===== src/rtl/rv64_mem_pkg.sv =====
// Shared types and widths for the rv64 memory arbiter.
// Used by rv64_mem_arbiter and its priority sub-module rv64_arb_prio.
package rv64_mem_pkg;
    localparam int ADDR_W  = 64;
    localparam int DATA_W  = 64;
    localparam int INSTR_W = 32;

    typedef enum logic [1:0] {IDLE, ISSUE, WAIT, RESP} arb_state_e;
    typedef enum logic {ARB_IF, ARB_D} arb_id_e;
endpackage


===== src/rtl/rv64_arb_prio.sv =====
// Grant selection between fetch and data, with the fetch anti-starvation counter.
// Data wins conflicts until fetch has lost STARVE_LIMIT in a row.
module rv64_arb_prio
    import rv64_mem_pkg::*;
#(
    parameter int STARVE_LIMIT = 4
) (
    input  logic    clk,
    input  logic    reset,
    input  logic    arb_en,
    input  logic    if_valid,
    input  logic    d_valid,
    output logic    grant,
    output arb_id_e grant_id
);
    localparam logic [3:0] LIMIT = 4'(STARVE_LIMIT);

    logic [3:0] starve_cnt;
    logic       conflict;

    assign conflict = arb_en && if_valid && d_valid;

    always_comb begin
        grant    = 1'b0;
        grant_id = ARB_D;
        if (arb_en) begin
            if (if_valid && d_valid) begin
                grant    = 1'b1;
                grant_id = (starve_cnt == LIMIT) ? ARB_IF : ARB_D;
            end else if (if_valid) begin
                grant    = 1'b1;
                grant_id = ARB_IF;
            end else if (d_valid) begin
                grant    = 1'b1;
                grant_id = ARB_D;
            end
        end
    end

    always_ff @(posedge clk) begin
        if (reset) begin
            starve_cnt <= 4'd0;
        end else if (grant && grant_id == ARB_IF) begin
            starve_cnt <= 4'd0;
        end else if (conflict && starve_cnt != LIMIT) begin
            starve_cnt <= starve_cnt + 4'd1;
        end
    end
endmodule


===== src/rtl/rv64_mem_arbiter.sv =====
// Shares one single-port synchronous memory between the fetch and data ports.
// Optional grant/conflict counters are built when RV64_ARB_STATS_EN is defined.
module rv64_mem_arbiter
    import rv64_mem_pkg::*;
#(
    parameter int MEM_LATENCY  = 1,
    parameter int STARVE_LIMIT = 4
) (
    input  logic               clk,
    input  logic               reset,
    input  logic               if_req_valid,
    output logic               if_req_ready,
    input  logic [ADDR_W-1:0]  if_req_addr,
    output logic               if_rsp_valid,
    output logic [INSTR_W-1:0] if_rsp_data,
    input  logic               d_req_valid,
    output logic               d_req_ready,
    input  logic               d_req_we,
    input  logic [ADDR_W-1:0]  d_req_addr,
    input  logic [DATA_W-1:0]  d_req_wdata,
    output logic               d_rsp_valid,
    output logic [DATA_W-1:0]  d_rsp_rdata,
    output logic               mem_en,
    output logic               mem_we,
    output logic [ADDR_W-1:0]  mem_addr,
    output logic [DATA_W-1:0]  mem_wdata,
    input  logic [DATA_W-1:0]  mem_rdata
`ifdef RV64_ARB_STATS_EN
    ,
    output logic [31:0]        stat_if_grants,
    output logic [31:0]        stat_d_grants,
    output logic [31:0]        stat_conflicts
`endif
);
    localparam logic [2:0] LAT_LAST = 3'(MEM_LATENCY - 1);

    arb_state_e        state, state_d;
    arb_id_e           grant_id, req_id;
    logic              grant;
    logic              req_we;
    logic [ADDR_W-1:0] req_addr;
    logic [DATA_W-1:0] req_wdata;
    logic [DATA_W-1:0] rdata_q;
    logic [2:0]        lat_cnt;

    rv64_arb_prio #(.STARVE_LIMIT(STARVE_LIMIT)) u_prio (
        .clk      (clk),
        .reset    (reset),
        .arb_en   (state == IDLE),
        .if_valid (if_req_valid),
        .d_valid  (d_req_valid),
        .grant    (grant),
        .grant_id (grant_id)
    );

    always_ff @(posedge clk) begin
        if (reset) state <= IDLE;
        else       state <= state_d;
    end

    always_comb begin
        state_d = state;
        case (state)
            IDLE:    if (grant) state_d = ISSUE;
            ISSUE:   state_d = WAIT;
            WAIT:    if (lat_cnt == 3'd0) state_d = RESP;
            RESP:    state_d = IDLE;
            default: state_d = IDLE;
        endcase
    end

    // Request is latched at accept so the requester may change its inputs afterwards.
    always_ff @(posedge clk) begin
        if (reset) begin
            req_id    <= ARB_IF;
            req_we    <= 1'b0;
            req_addr  <= '0;
            req_wdata <= '0;
            lat_cnt   <= 3'd0;
            rdata_q   <= '0;
        end else begin
            case (state)
                IDLE: if (grant) begin
                    req_id <= grant_id;
                    if (grant_id == ARB_IF) begin
                        req_we    <= 1'b0;
                        req_addr  <= if_req_addr;
                        req_wdata <= '0;
                    end else begin
                        req_we    <= d_req_we;
                        req_addr  <= d_req_addr;
                        req_wdata <= d_req_wdata;
                    end
                end
                ISSUE: lat_cnt <= LAT_LAST;
                WAIT: begin
                    if (lat_cnt == 3'd0) rdata_q <= mem_rdata;
                    else                 lat_cnt <= lat_cnt - 3'd1;
                end
                default: ;
            endcase
        end
    end

    always_comb begin
        if_req_ready = (state == IDLE) && grant && grant_id == ARB_IF;
        d_req_ready  = (state == IDLE) && grant && grant_id == ARB_D;
        mem_en       = 1'b0;
        mem_we       = 1'b0;
        mem_addr     = '0;
        mem_wdata    = '0;
        if_rsp_valid = 1'b0;
        if_rsp_data  = '0;
        d_rsp_valid  = 1'b0;
        d_rsp_rdata  = '0;
        if (state == ISSUE) begin
            mem_en    = 1'b1;
            mem_we    = req_we;
            mem_addr  = req_addr & ~ADDR_W'(7);
            mem_wdata = req_wdata;
        end
        if (state == RESP) begin
            if (req_id == ARB_IF) begin
                if_rsp_valid = 1'b1;
                if_rsp_data  = req_addr[2] ? rdata_q[63:32] : rdata_q[31:0];
            end else begin
                d_rsp_valid = 1'b1;
                d_rsp_rdata = req_we ? '0 : rdata_q;
            end
        end
    end

`ifdef RV64_ARB_STATS_EN
    always_ff @(posedge clk) begin
        if (reset) begin
            stat_if_grants <= 32'd0;
            stat_d_grants  <= 32'd0;
            stat_conflicts <= 32'd0;
        end else if (state == IDLE) begin
            if (if_req_valid && d_req_valid) stat_conflicts <= stat_conflicts + 32'd1;
            if (grant && grant_id == ARB_IF) stat_if_grants <= stat_if_grants + 32'd1;
            if (grant && grant_id == ARB_D)  stat_d_grants  <= stat_d_grants + 32'd1;
        end
    end
`endif
endmodule

===== config.mk =====
export PLATFORM = sky130hd
export DESIGN_NAME = rv64_mem_arbiter
export DESIGN_NICKNAME = d
export VERILOG_FILES = /design/src/rtl/rv64_mem_pkg.sv /design/src/rtl/rv64_arb_prio.sv /design/src/rtl/rv64_mem_arbiter.sv
export SDC_FILE = /design/constraint.sdc
export NUM_CORES = 1
export LEC_CHECK = 0
export ABC_AREA = 1
export CAP_MARGIN = 0
export CORE_AREA = 4 4 188 190
export DETAILED_ROUTE_END_ITERATION = 16
export DIE_AREA = 0 0 192 194
export MAX_ROUTING_LAYER = met4
export PLACE_DENSITY = 0.7
export SYNTH_ARGS = -nofsm -noshare
export SYNTH_HDL_FRONTEND = slang
export SYNTH_HIERARCHICAL = 1
export SYNTH_SLANG_ARGS = --single-unit

===== constraint.sdc =====
create_clock -name clk -period 2.1 [get_ports clk]
set_input_delay 0.315 -clock clk [delete_from_list [all_inputs] [get_ports clk]]
set_output_delay 0.315 -clock clk [all_outputs]
set_load 0.05 [all_outputs]

==> results.cfg <==
[outcome]
status = finished with violations
violations = negative setup slack

[sta]
slew_headroom = 0.657
grt_setup_unrepaired = yes
fmax_mhz = 446
finalCritPeriodShare = 1.07
worst_slack_ps = -144
hold_viol_final = 0
worst_pin_slew_ps = 515
setup_viol = 186
timing.final.crit_period_ps = 2240
slew_viol_final = 0
fin_skew_ps = 22.6
setup-tns-final_ps = -14400

[finish]
final_common_cell = nand2_1
final_cell_mix = 382 x nand2_1, 318 x nor2_1, 255 x clkdlybuf4s50_1
drive_gt1_frac = 0.307
fillCellCount = 2730
fin_nets = 2467
areaGrowthSynthToFinish_pct = 98.9

[placement]
place_congestion = 0.856
dp_hpwl_um = 29800
portBuffers = 483
pre_cts_slack_ps = 49.2

[logic_synthesis]
synth-seq-cells = 201
synthDistinctLibCells = 26
synthesis.area_um2 = 10200
yosysTopAreaCellShare = 0.396
yosysTopAreaCell = dfxtp_1
post_synth.cell_area_avg_um2 = 5.97
ys_warn_count = 6
synth.yosys.seq_area_share = 0.396
synth_area_leaders = dfxtp_1 40%, nand2_1 17%, nor2_1 14%
syn_inst = 1704

[drt]
drt_first_iter_violations = 570
vias = 12400
ant_nets = 0
drt_wl_total_um = 45600
drc = 0
vias_per_cell = 4.66
wl_per_cell_um = 17.1
first_pass_iters = 5

[clock_tree]
numCtsBuffers = 26
clk_path_buf_depth = 3
clock-sinks = 201
insertion_delay_ps = 540
clkTransAtPathRegs_ps = 60
cts_max_level = 1
root_buffer = clkbuf_16
cts_tree = done

[run]
maxCapViolations = 0

[critical_path]
cp.arrival_ps = 1930
start_kind = flop
max_stage_delay_ps = 360
crit_chain = buf_4 -> ha_4 -> clkbuf_16 -> buf_4 -> buf_12 -> nand2_2 -> inv_2 -> buf_12
critical_path.max_fanout = 6
cp_slowest_cell = dfxtp_4
r2r_setup_slack_ps = 170
path_buf_inv = 6
crit_type = reg -> out
path_delay_family = buffers and inverters
worstPathRequired_ps = 1780
endpoint_kind = output port

[global_routing]
grt_start_max_net_pins = 103
grt_usage = 0.228
grt_pass1_wl_um = 65900
grt_overflow = 0
grt_pass1_vias = 12300
antenna_found_initial = 1

[floorplan]
initial_core_util = 0.304
fp.dieW_um = 192
fp.coreArea_um2 = 33400
fp.dieH_um = 194
io_pins = 491
rows = 67
die-area_um2 = 37200

[power]
power_density_nw_per_um2 = 1080
irDropWorstVdd_v = 0.000737
p_leak_nw = 8.96

[hold_path]
hp-class = in -> reg
==> per-stage QoR <==
| step | instances | utilization | cell area [um^2] | hold WS (ps) | power [mW] |
|---|---|---|---|---|---|
| 6_report | 2666 | 0.605 | 20200 | 67.5 | 21.8 |
| 5_1_grt | 2666 | 0.605 | 20200 | 58.7 | 23.1 |
| 4_1_cts | 2648 | 0.586 | 19600 | 29.4 | 21.1 |
| 3_5_place_dp | 2571 | 0.524 | 17500 | 455 | 15.2 |
| 3_3_place_gp | 2571 | 0.524 | 17500 | 452 | 15.0 |
| 2_1_floorplan | 1706 | - | 10200 | 445 | 11.1 |
==> Yosys cell counts (all sizes together) <==
master and instances:
nand2 477, nor2 384, inv 280, dfxtp 201
a21oi 137, o21ai 66, buf 61, clkbuf 48
nor3 32, ha 9, nand3 5, conb 1
nand3b 1, nand4 1, or2 1
==> power breakdown <==
part	switching (mW)	total [mW]	internal (mW)
clock	1.73	4.33	2.60
combinational	6.66	11.4	4.77
sequential	0.952	6.04	5.09
==> repair_timing <==
| action | 4_1_cts | 5_1_grt |
|---|---|---|
| hold endpoints to repair | 0 | 0 |
| pin swaps | 9 | 20 |
| hold buffers | 0 | 0 |
| setup endpoints to repair | 225 | 222 |
| gates cloned | 13 | 9 |
| gates resized for setup | 239 | 196 |
| setup buffers | 16 | 9 |
==> registers in the layout, indices dropped and copies added (netlist names) <==
signal	count
lat_cnt	3
u_prio/starve_cnt	4
req_addr	62
rdata_q	64
state	2
req_we	1
req_id	1
req_wdata	64
==> worst paths after layout <==
check | start | cells past startpoint | end
hold / removal | reset | 2 | req_wdata[55]$_SDFFE_PP0P_
hold reg to reg | req_wdata[21]$_SDFFE_PP0P_ | 2 | req_wdata[21]$_SDFFE_PP0P_
setup reg to reg | state[1]$_SDFFE_PP0P_ | 12 | req_addr[7]$_SDFFE_PP0P_
setup / recovery | state[0]$_SDFFE_PP0P_ | 8 | mem_wdata[40]
==> metal layers <==
layer / GRT usage / vias to the layer above / wire [um]
met3: 0.0684 / 150 / 4780
li1: - / 6016 / -
met1: 0.238 / 5684 / 15600
met2: 0.394 / 571 / 22900
met5: - / - / 0
met4: 0.103 / 0 / 2440
==> cell families after synthesis <==
| kind of cell | after synthesis | synth area share |
|---|---|---|
| AOI/OAI and AO/OA | 203 | 0.0999 |
| other | 1 | 0.000369 |
| DFF | 201 | 0.396 |
| buffers and inverters | 389 | 0.152 |
| and+or+nand+nor | 901 | 0.341 |
| adders and majority gates | 9 | 0.0111 |
==> layout make-up <==
| cell class | instances | area, um^2 | area share |
|---|---|---|---|
| timing repair buffer | 570 | 8240 | 0.407 |
| clock buffer | 42 | 761 | 0.0376 |
| inverter | 280 | 1060 | 0.0523 |
| sequential | 201 | 4040 | 0.200 |
| multi-input combinational | 1118 | 5500 | 0.272 |
| antenna | 1 | 2.50 | 0.000124 |
| tap | 448 | 561 | 0.0277 |
| clock inverter | 6 | 70.1 | 0.00346 |
(Power assumes the default switching activity.)
